==> src/rtl/dma_copy_engine.sv <==
// dma_copy_engine
// ---------------------------------------------------------------------------
// Word-copy DMA master for the data-memory port of the single-cycle MIPS core.
// It copies len_words 32-bit words from src_addr to dst_addr in ascending
// order. It uses the same address/wdata/read/write signals as the CPU and
// takes the port through a bus_req/bus_gnt handshake with the stall logic.
//
// Ports
//   clk, rst      system clock; synchronous active-high reset
//   start         transfer request, sampled only while idle
//   src_addr      byte address of the first source word
//   dst_addr      byte address of the first destination word
//   len_words     number of words to copy
//   bus_req       DMA wants the data-memory port
//   bus_gnt       CPU has released the port
//   mem_addr      byte address to data memory
//   mem_wdata     write data to data memory
//   mem_rdata     combinational read data from data memory
//   mem_read      read enable
//   mem_write     write enable (memory writes on posedge)
//   busy          high in every state except IDLE
//   done          one-cycle completion pulse
//   err           high with done when the transfer was rejected
//   words_done    words written so far in the current or last transfer
//   dbg_state     current FSM state encoding, for observation only
//
// Handshake: bus_req is held from REQ through the last WR. A memory access
// counts only in a cycle where bus_gnt is also high. When bus_gnt drops
// during RD, the read is discarded. When bus_gnt drops during WR, the write
// is suppressed. In both cases the engine falls back to REQ, and the same
// word is read and written again after the grant returns.
//
// A rejected transfer (misaligned or out of bounds) and a zero-length
// transfer never raise bus_req. Copies are strictly ascending. When the
// destination overlaps the source above it, later source words are
// overwritten before they are read; that result is intended.
// ---------------------------------------------------------------------------
module dma_copy_engine #(
  parameter int MEM_BYTES = 1024,
  parameter int LEN_W     = 9
) (
  input  logic             clk,
  input  logic             rst,
  input  logic             start,
  input  logic [31:0]      src_addr,
  input  logic [31:0]      dst_addr,
  input  logic [LEN_W-1:0] len_words,
  output logic             bus_req,
  input  logic             bus_gnt,
  output logic [31:0]      mem_addr,
  output logic [31:0]      mem_wdata,
  input  logic [31:0]      mem_rdata,
  output logic             mem_read,
  output logic             mem_write,
  output logic             busy,
  output logic             done,
  output logic             err,
  output logic [LEN_W-1:0] words_done,
  output logic [2:0]       dbg_state
);

  typedef enum logic [2:0] {
    S_IDLE  = 3'd0,
    S_CHECK = 3'd1,
    S_REQ   = 3'd2,
    S_RD    = 3'd3,
    S_WR    = 3'd4,
    S_DONE  = 3'd5
  } state_t;

  localparam logic [33:0] MEM_LIMIT = 34'(MEM_BYTES);

  state_t           state;
  logic [31:0]      src_ptr;
  logic [31:0]      dst_ptr;
  logic [LEN_W-1:0] len_r;
  logic             err_r;
  logic             mem_write_r;

  // End addresses are computed at 34 bits so that a large pointer plus
  // length cannot wrap and slip past the bounds check.
  logic [33:0] src_end;
  logic [33:0] dst_end;
  logic        chk_err;
  logic        last_word;
  logic [31:0] src_nxt;
  logic [31:0] dst_nxt;

  assign src_end   = {2'b00, src_ptr} + {{(32-LEN_W){1'b0}}, len_r, 2'b00};
  assign dst_end   = {2'b00, dst_ptr} + {{(32-LEN_W){1'b0}}, len_r, 2'b00};
  assign chk_err   = (src_ptr[1:0] != 2'b00) || (dst_ptr[1:0] != 2'b00) ||
                     (src_end > MEM_LIMIT) || (dst_end > MEM_LIMIT);
  assign last_word = ((words_done + LEN_W'(1)) == len_r);
  assign src_nxt   = src_ptr + 32'd4;
  assign dst_nxt   = dst_ptr + 32'd4;

  // The registered write strobe is qualified with the live grant and reset,
  // so that a grant drop or a reset in mid-WR blocks the write in that
  // same cycle.
  assign mem_write = mem_write_r & bus_gnt & ~rst;
  assign dbg_state = state;

  // The outputs are registered. Each transition loads the values that the
  // destination state presents in its own cycle.
  always_ff @(posedge clk) begin
    if (rst) begin
      state       <= S_IDLE;
      src_ptr     <= '0;
      dst_ptr     <= '0;
      len_r       <= '0;
      err_r       <= 1'b0;
      words_done  <= '0;
      bus_req     <= 1'b0;
      mem_read    <= 1'b0;
      mem_write_r <= 1'b0;
      mem_addr    <= '0;
      mem_wdata   <= '0;
      busy        <= 1'b0;
      done        <= 1'b0;
      err         <= 1'b0;
    end else begin
      bus_req     <= 1'b0;
      mem_read    <= 1'b0;
      mem_write_r <= 1'b0;
      mem_addr    <= '0;
      mem_wdata   <= '0;
      done        <= 1'b0;
      err         <= 1'b0;
      busy        <= 1'b1;

      case (state)
        S_IDLE: begin
          busy <= 1'b0;
          if (start) begin
            src_ptr    <= src_addr;
            dst_ptr    <= dst_addr;
            len_r      <= len_words;
            words_done <= '0;
            busy       <= 1'b1;
            state      <= S_CHECK;
          end
        end

        S_CHECK: begin
          if (chk_err) begin
            err_r <= 1'b1;
            done  <= 1'b1;
            err   <= 1'b1;
            state <= S_DONE;
          end else if (len_r == '0) begin
            err_r <= 1'b0;
            done  <= 1'b1;
            state <= S_DONE;
          end else begin
            err_r   <= 1'b0;
            bus_req <= 1'b1;
            state   <= S_REQ;
          end
        end

        S_REQ: begin
          bus_req <= 1'b1;
          if (bus_gnt) begin
            mem_read <= 1'b1;
            mem_addr <= src_ptr;
            state    <= S_RD;
          end
        end

        S_RD: begin
          bus_req <= 1'b1;
          if (bus_gnt) begin
            // The wdata register doubles as the word buffer for the WR cycle.
            mem_wdata   <= mem_rdata;
            mem_write_r <= 1'b1;
            mem_addr    <= dst_ptr;
            state       <= S_WR;
          end else begin
            state <= S_REQ;
          end
        end

        S_WR: begin
          if (bus_gnt) begin
            src_ptr    <= src_nxt;
            dst_ptr    <= dst_nxt;
            words_done <= words_done + LEN_W'(1);
            if (last_word) begin
              done  <= 1'b1;
              err   <= err_r;
              state <= S_DONE;
            end else begin
              bus_req  <= 1'b1;
              mem_read <= 1'b1;
              mem_addr <= src_nxt;
              state    <= S_RD;
            end
          end else begin
            bus_req <= 1'b1;
            state   <= S_REQ;
          end
        end

        S_DONE: begin
          busy  <= 1'b0;
          state <= S_IDLE;
        end

        default: begin
          busy  <= 1'b0;
          state <= S_IDLE;
        end
      endcase
    end
  end

endmodule
==> config.mk <==
export PLATFORM = sky130hd
export DESIGN_NAME = dma_copy_engine
export DESIGN_NICKNAME = d
export VERILOG_FILES = /design/src/rtl/dma_copy_engine.sv
export SDC_FILE = /design/constraint.sdc
export NUM_CORES = 1
export LEC_CHECK = 0
export ABC_AREA = 1
export BUFFER_PORTS_ARGS = -buffer_cell sky130_fd_sc_hd__buf_2
export CAP_MARGIN = 25
export CORE_MARGIN = 4
export CORE_UTILIZATION = 57
export CTS_CLUSTER_SIZE = 25
export DETAILED_ROUTE_END_ITERATION = 8
export HOLD_SLACK_MARGIN = 0.02
export PLACE_DENSITY = 0.82
export SYNTH_ARGS = -nofsm -noshare
export SYNTH_HDL_FRONTEND = slang
export SYNTH_SLANG_ARGS = --single-unit
==> constraint.sdc <==
create_clock -name clk -period 2.85 [get_ports clk]
set_input_delay 0.285 -clock clk [delete_from_list [all_inputs] [get_ports clk]]
set_output_delay 0.285 -clock clk [all_outputs]
set_load 0.01 [all_outputs]
After elaboration in Yosys (flattened, before gate mapping):

Cells that the tools add are included.

* register bits after elaboration: 156
* bits in latches: 0
* RAM bits: 0
* ROM bits: 0
* input port bits: 109
* output and inout port bits: 82
* logic and storage cells: 90
* memories kept: 0

* add/subtract/negate cells: 5
* multipliers: 0
* div/mod/pow operators: 0
* magnitude comparators: 2
* equal/unequal tests: 8
* shifts and indexed selects: 0
* muxes and demuxes: 41
* bitwise logic cells: 5
* reductions and logical operators: 15

Operators with widths (number)
* $mux W32: 8
* $pmux W32 S2: 2
* $pmux W32 S3: 1
* $add A32 B11 Y33: 2
* $gt A33 B11 Y1 const B: 2
* $add A32 B3 Y32 const B: 2
* $mux W3: 7
* $mux W9: 2
* $pmux W9 S2: 1
* $pmux W3 S5: 1
* $mux W1: 14
* $add A9 B1 Y9 const B: 1
* $eq A9 B9 Y1: 1
* $logic_not A9 Y1: 1
* $pmux W1 S2: 4
* $eq A3 B2 Y1 const B: 2
* $ne A2 B2 Y1 const B: 3
* $reduce_bool A2 Y1: 3
* $reduce_and A2 Y1: 2
* $reduce_or A2 Y1: 2
* $reduce_or A4 Y1: 1
* $eq A3 B1 Y1 const B: 1
* $eq A3 B3 Y1 const B: 1
* $logic_not A3 Y1: 1
* 6 further kinds: 11

Longest topological paths before layout:

* word-level depth: 6
* gate-level depth with buffers: 21
* depth with buffers taken out: 21

Worst setup path before layout:

No wires, ideal clock.

* path kind: flip-flop to flip-flop
* start point: register dst_ptr[2]
* end point: register err_r
* setup time: 132 ps
* data arrival time: 2291 ps
* data required time: 2718 ps
* slack: 426 ps
* stages on the path, launching flop included: 18
* path buffers: 0
* clock period less this slack: 2424 ps
* cell sequence: dfxtp_1 > ha_1 > inv_1 > fa_1 > inv_1 > nand3_1 > nand3_1 > nand3_1 > nand2_1 > nand2_1 > xor2_1 > nand2_1 > nor2_1 > nand2_1 > nor2_2 > inv_1 > o21ai_0 > a21oi_1

* word-level cells in the longest chain between the ends: 4

Ends and longest elaborated chain
* from (decl): line 75 `logic [31:0] dst_ptr;`
* from (signal assigned): line 136 `dst_ptr <= dst_addr;`
* from (signal assigned): line 186 `dst_ptr <= dst_nxt;`
* $add A32 B11 Y33: line 90 `assign dst_end = {2'b00, dst_ptr} + {{(32-LEN_W){1'b0}}, len_r, 2'b00};`
* $gt A33 B11 Y1: line 92 `(src_end > MEM_LIMIT) || (dst_end > MEM_LIMIT);`
* $logic_or A1 B1 Y1: line 92
* $mux W1
* to (signal assigned): line 111 `err_r <= 1'b0;`
* to (signal assigned): line 146 `err_r <= 1'b1;`
* to (signal assigned): line 151 `err_r <= 1'b0;`
* to (decl): line 77 `logic err_r;`

No other way between the ends.
A chain may end at the register's enable or synchronous reset.

Final worst setup path:

* start point: register len_r[0]
* end point: register bus_req

* word-level cells in the longest chain between the ends: 6
* elaborated cells between the ends (all ways): 13
* those cells by class: add/sub: 2; order compare: 2; eq/ne: 1; mux: 5; reduce/logical: 3

Ends and longest elaborated chain
* from (decl): line 76 `logic [LEN_W-1:0] len_r;`
* from (signal assigned): line 137 `len_r <= len_words;`
* $add A32 B11 Y33: line 89 `assign src_end = {2'b00, src_ptr} + {{(32-LEN_W){1'b0}}, len_r, 2'b00};`
* $gt A33 B11 Y1: line 92
* $logic_or A1 B1 Y1: line 91 `assign chk_err = (src_ptr[1:0] != 2'b00) || (dst_ptr[1:0] != 2'b00) ||`
* $logic_or A1 B1 Y1: line 92
* $mux W1: line 145 `if (chk_err) begin`
* $pmux W1 S3 (*): line 131 `case (state)`
* to (signal assigned): line 113 `bus_req <= 1'b0;`
* to (signal assigned): line 156 `bus_req <= 1'b1;`
* to (signal assigned): line 162 `bus_req <= 1'b1;`
* to (decl): line 48 `output logic bus_req,`

Every way passes the cells marked *; elsewhere a longest branch is shown, timed or not.

==> metrics.md <==
| Metric | Value |
|---|---|
| Status | `finished clean` |
| DRT iter0 DRCs | `roughly 1200` |
| Post-synthesis net count | `around 1800` |
| Worst Setup End Kind | `flop` |
| Final Worst Setup Slack | `0.1186 ns` |
| Minimum clock period | `between 2 and 3 ns` |
| Peak VDD IR | `roughly 0.00065 V` |
| Count of final setup violators | `0` |
| Slew Limit Fails | `0` |
| Worst slack at placement | `about 0.03 ns` |
| Chip width | `about 140 um` |
| First-pass GRT wire length | `just under 60 mm` |
| Leak Pwr | `5.957 nW` |
| Die Area | `around 0.020 mm2` |
| FP Rows | `48` |
| CTS tree | `yes` |
| HP Class | `in2reg` |
| # nets final | `1985` |
| Yosys cell types | `47` |
| Layout overhead on the synthesized area | `19.16%` |
| Synth Warn # | `0` |
| Remaining antenna violation count | `0` |
| GP Congestion | `between 1 and 1.5` |
| PD cells | `772.8 mW/mm2` |
| Total track usage | `roughly 37%` |
| Type of the worst setup path | `reg2reg` |
| Final Hold Fails | `0` |
| Vias/cell | `5.715` |
| Max-slew headroom | `41.63%` |
| Mapped Area | `0.01028 mm2` |
| Diode count | `0` |
| Required @ worst endpoint | `3.22 ns` |
| Antenna violations before repair | `0` |
| Syn Inst Count | `1677` |
| Max_cap viols | `0` |
| Core Area | `0.01748 mm2` |
| Arrival @ worst endpoint | `around 3.1 ns` |
| Clock buffer count from CTS | `17` |
| Most frequent cells in the layout | `nand2_1 (471), inv_1 (236), buf_2 (190)` |
| Setup TNS | `0 ns` |
| Hold bufs inserted after CTS | `0` |
| I/O pin count | `~190` |
| Routed wire length | `38.03 mm` |
| Clock buffer depth | `2` |
| Post-Syn Area per Cell | `6.130 um2` |
| Clock root cell | `clkbuf_16` |
| Share of layout cells above drive strength 1 | `18.11%` |
| Clock tree sinks | `about 160` |
| Flop-to-flop setup slack | `0.12 ns` |
| Clk pin slew, worst setup/hold paths | `about 0.080 ns` |
| Residual DRC | `0` |
| Hpwl dp | `28.79 mm` |
| Startpoint types | `flop` |
| Crit-path max FO | `5` |
| CTS H-tree depth | `4` |
| Worst Clk Skew | `0.01522 ns` |
| Most common cell after layout, fill and taps aside | `nand2_1` |
| Post-route total power | `between 0.009 and 0.01 W` |
| TritonRoute pass-1 iters | `5` |
| Number of synthesized register bits | `between 150 and 200` |
| Worst Tran Pin Value | `0.8745 ns` |
| Port bufs | `190` |
| Pin count of the biggest net entering global routing | `71` |
| Sequential share of the synthesized area | `30.38%` |
| Routed len/inst | `18.19 um` |
| Skew-Pair Late Insertion Delay | `0.45 ns` |
| Initial Util | `58.82%` |
| Peak Freq | `roughly 370 MHz` |
| Vias | `11950` |
| Final period util | `between 90% and 100%` |
| Grt total ovfl | `0` |
| Vias in the first global route | `11210` |
| Die Span Y | `142.3 um` |
-- Yosys cell counts (all sizes together) --
library cell / count / area share (%)
a211oi: 1 / 0.073
a21boi: 2 / 0.18
a21oi: 95 / 4.6
a221oi: 1 / 0.085
a22oi: 2 / 0.15
a31oi: 65 / 4.0
a41oi: 1 / 0.085
and2: 1 / 0.061
and3: 2 / 0.12
buf: 21 / 1.2
clkbuf: 51 / 1.9
dfxtp: 156 / 30
fa: 2 / 0.39
ha: 21 / 2.6
inv: 239 / 8.7
nand2: 486 / 18
nand3: 125 / 6.4
nand3b: 8 / 0.58
nand4: 29 / 1.9
nor2: 176 / 7.0
nor3: 21 / 1.3
nor3b: 1 / 0.073
nor4: 8 / 0.55
o211ai: 2 / 0.15
o21ai: 110 / 5.4
o21bai: 3 / 0.22
o221a: 1 / 0.11
or2: 6 / 0.37
xnor2: 2 / 0.17
xor2: 39 / 3.3
-- layer usage --
metal / wire (um) / track usage [%]
met4: 2018 / 17.71
met2: 17140 / 59.83
met3: 3719 / 7.728
met1: 15160 / 47.06
met5: 0 / 0
-- report_power, final --
group	internal (W)	switching, W
logic	0.00131	0.00247
clock network	0.00127	0.00111
registers	0.00260	0.000706
total	0.00517	0.00429
-- registers in the layout (all words and copies together) (netlist names) --
name / flops
len_r: 9
mem_addr: 32
bus_req: 1
words_done: 9
err_r: 1
err: 1
mem_write_r: 1
done: 1
mem_read: 1
src_ptr: 32
mem_wdata: 32
busy: 1
dbg_state: 3
dst_ptr: 32
-- worst max-delay path: stages (launching register included) --
cell and delay [ns]:
dfxtp_4 0.36, ha_2 0.20, fa_2 0.40, nand3_1 0.13
nand2_1 0.09, nand3_2 0.10, nand3_4 0.12, nand2_1 0.10
nand3_1 0.15, nor2_2 0.17, inv_1 0.05, nor2_1 0.10
nand2_1 0.06, nor2_1 0.09, nand3_1 0.10, nor2_1 0.10
nand3_1 0.12, a21oi_1 0.22
-- logic make-up after synthesis --
logic type                 count (synthesis)  share of synthesized area [%]
DFF                                      156                          30.38
buffers and inverters                    311                          11.83
adders and majority gates                 23                          2.945
xor gates and xnor gates                  41                          3.493
AOI/OAI and AO/OA                        283                          14.98
and+or+nand+nor                          863                          36.37
-- layout make-up --
cell class | count | area (um2)
multi-input combinational | 1210 | 6048
fill | 1558 | 5228
sequential | 156 | 3134
timing repair buffer | 229 | 1269
inverter | 239 | 897.1
clock buffer | 17 | 425.4
tap | 225 | 281.5
clock inverter | 15 | 193.9
-- worst paths after layout --
path            startpoint            end  cells past startpoint
max               len_r[0]        bus_req                     17
min           mem_rdata[9]   mem_wdata[9]                      3
max reg2reg       len_r[0]        bus_req                     17
min reg2reg  words_done[7]  words_done[7]                      2
-- through the flow --
step	std cells	util [%]	cell area (um2)	hold slack, ns
after CTS	2090	69.44	12140	0.03393
final	2091	70.09	12250	0.04212
after detailed placement	2058	65.89	11520	0.4813
after floorplan	1677	-	10280	0.3972
after global placement	2058	65.89	11520	0.4704
after global routing	2091	70.09	12250	0.04240
-- repair_timing --
item | in CTS | in global routing
setup buffers | 0 | 1
pin swaps | 0 | 9
resized for setup | 1 | 35
endpoints found under the setup margin | 1 | 9
No activity file was read; power rests on OpenSTA's default activity.
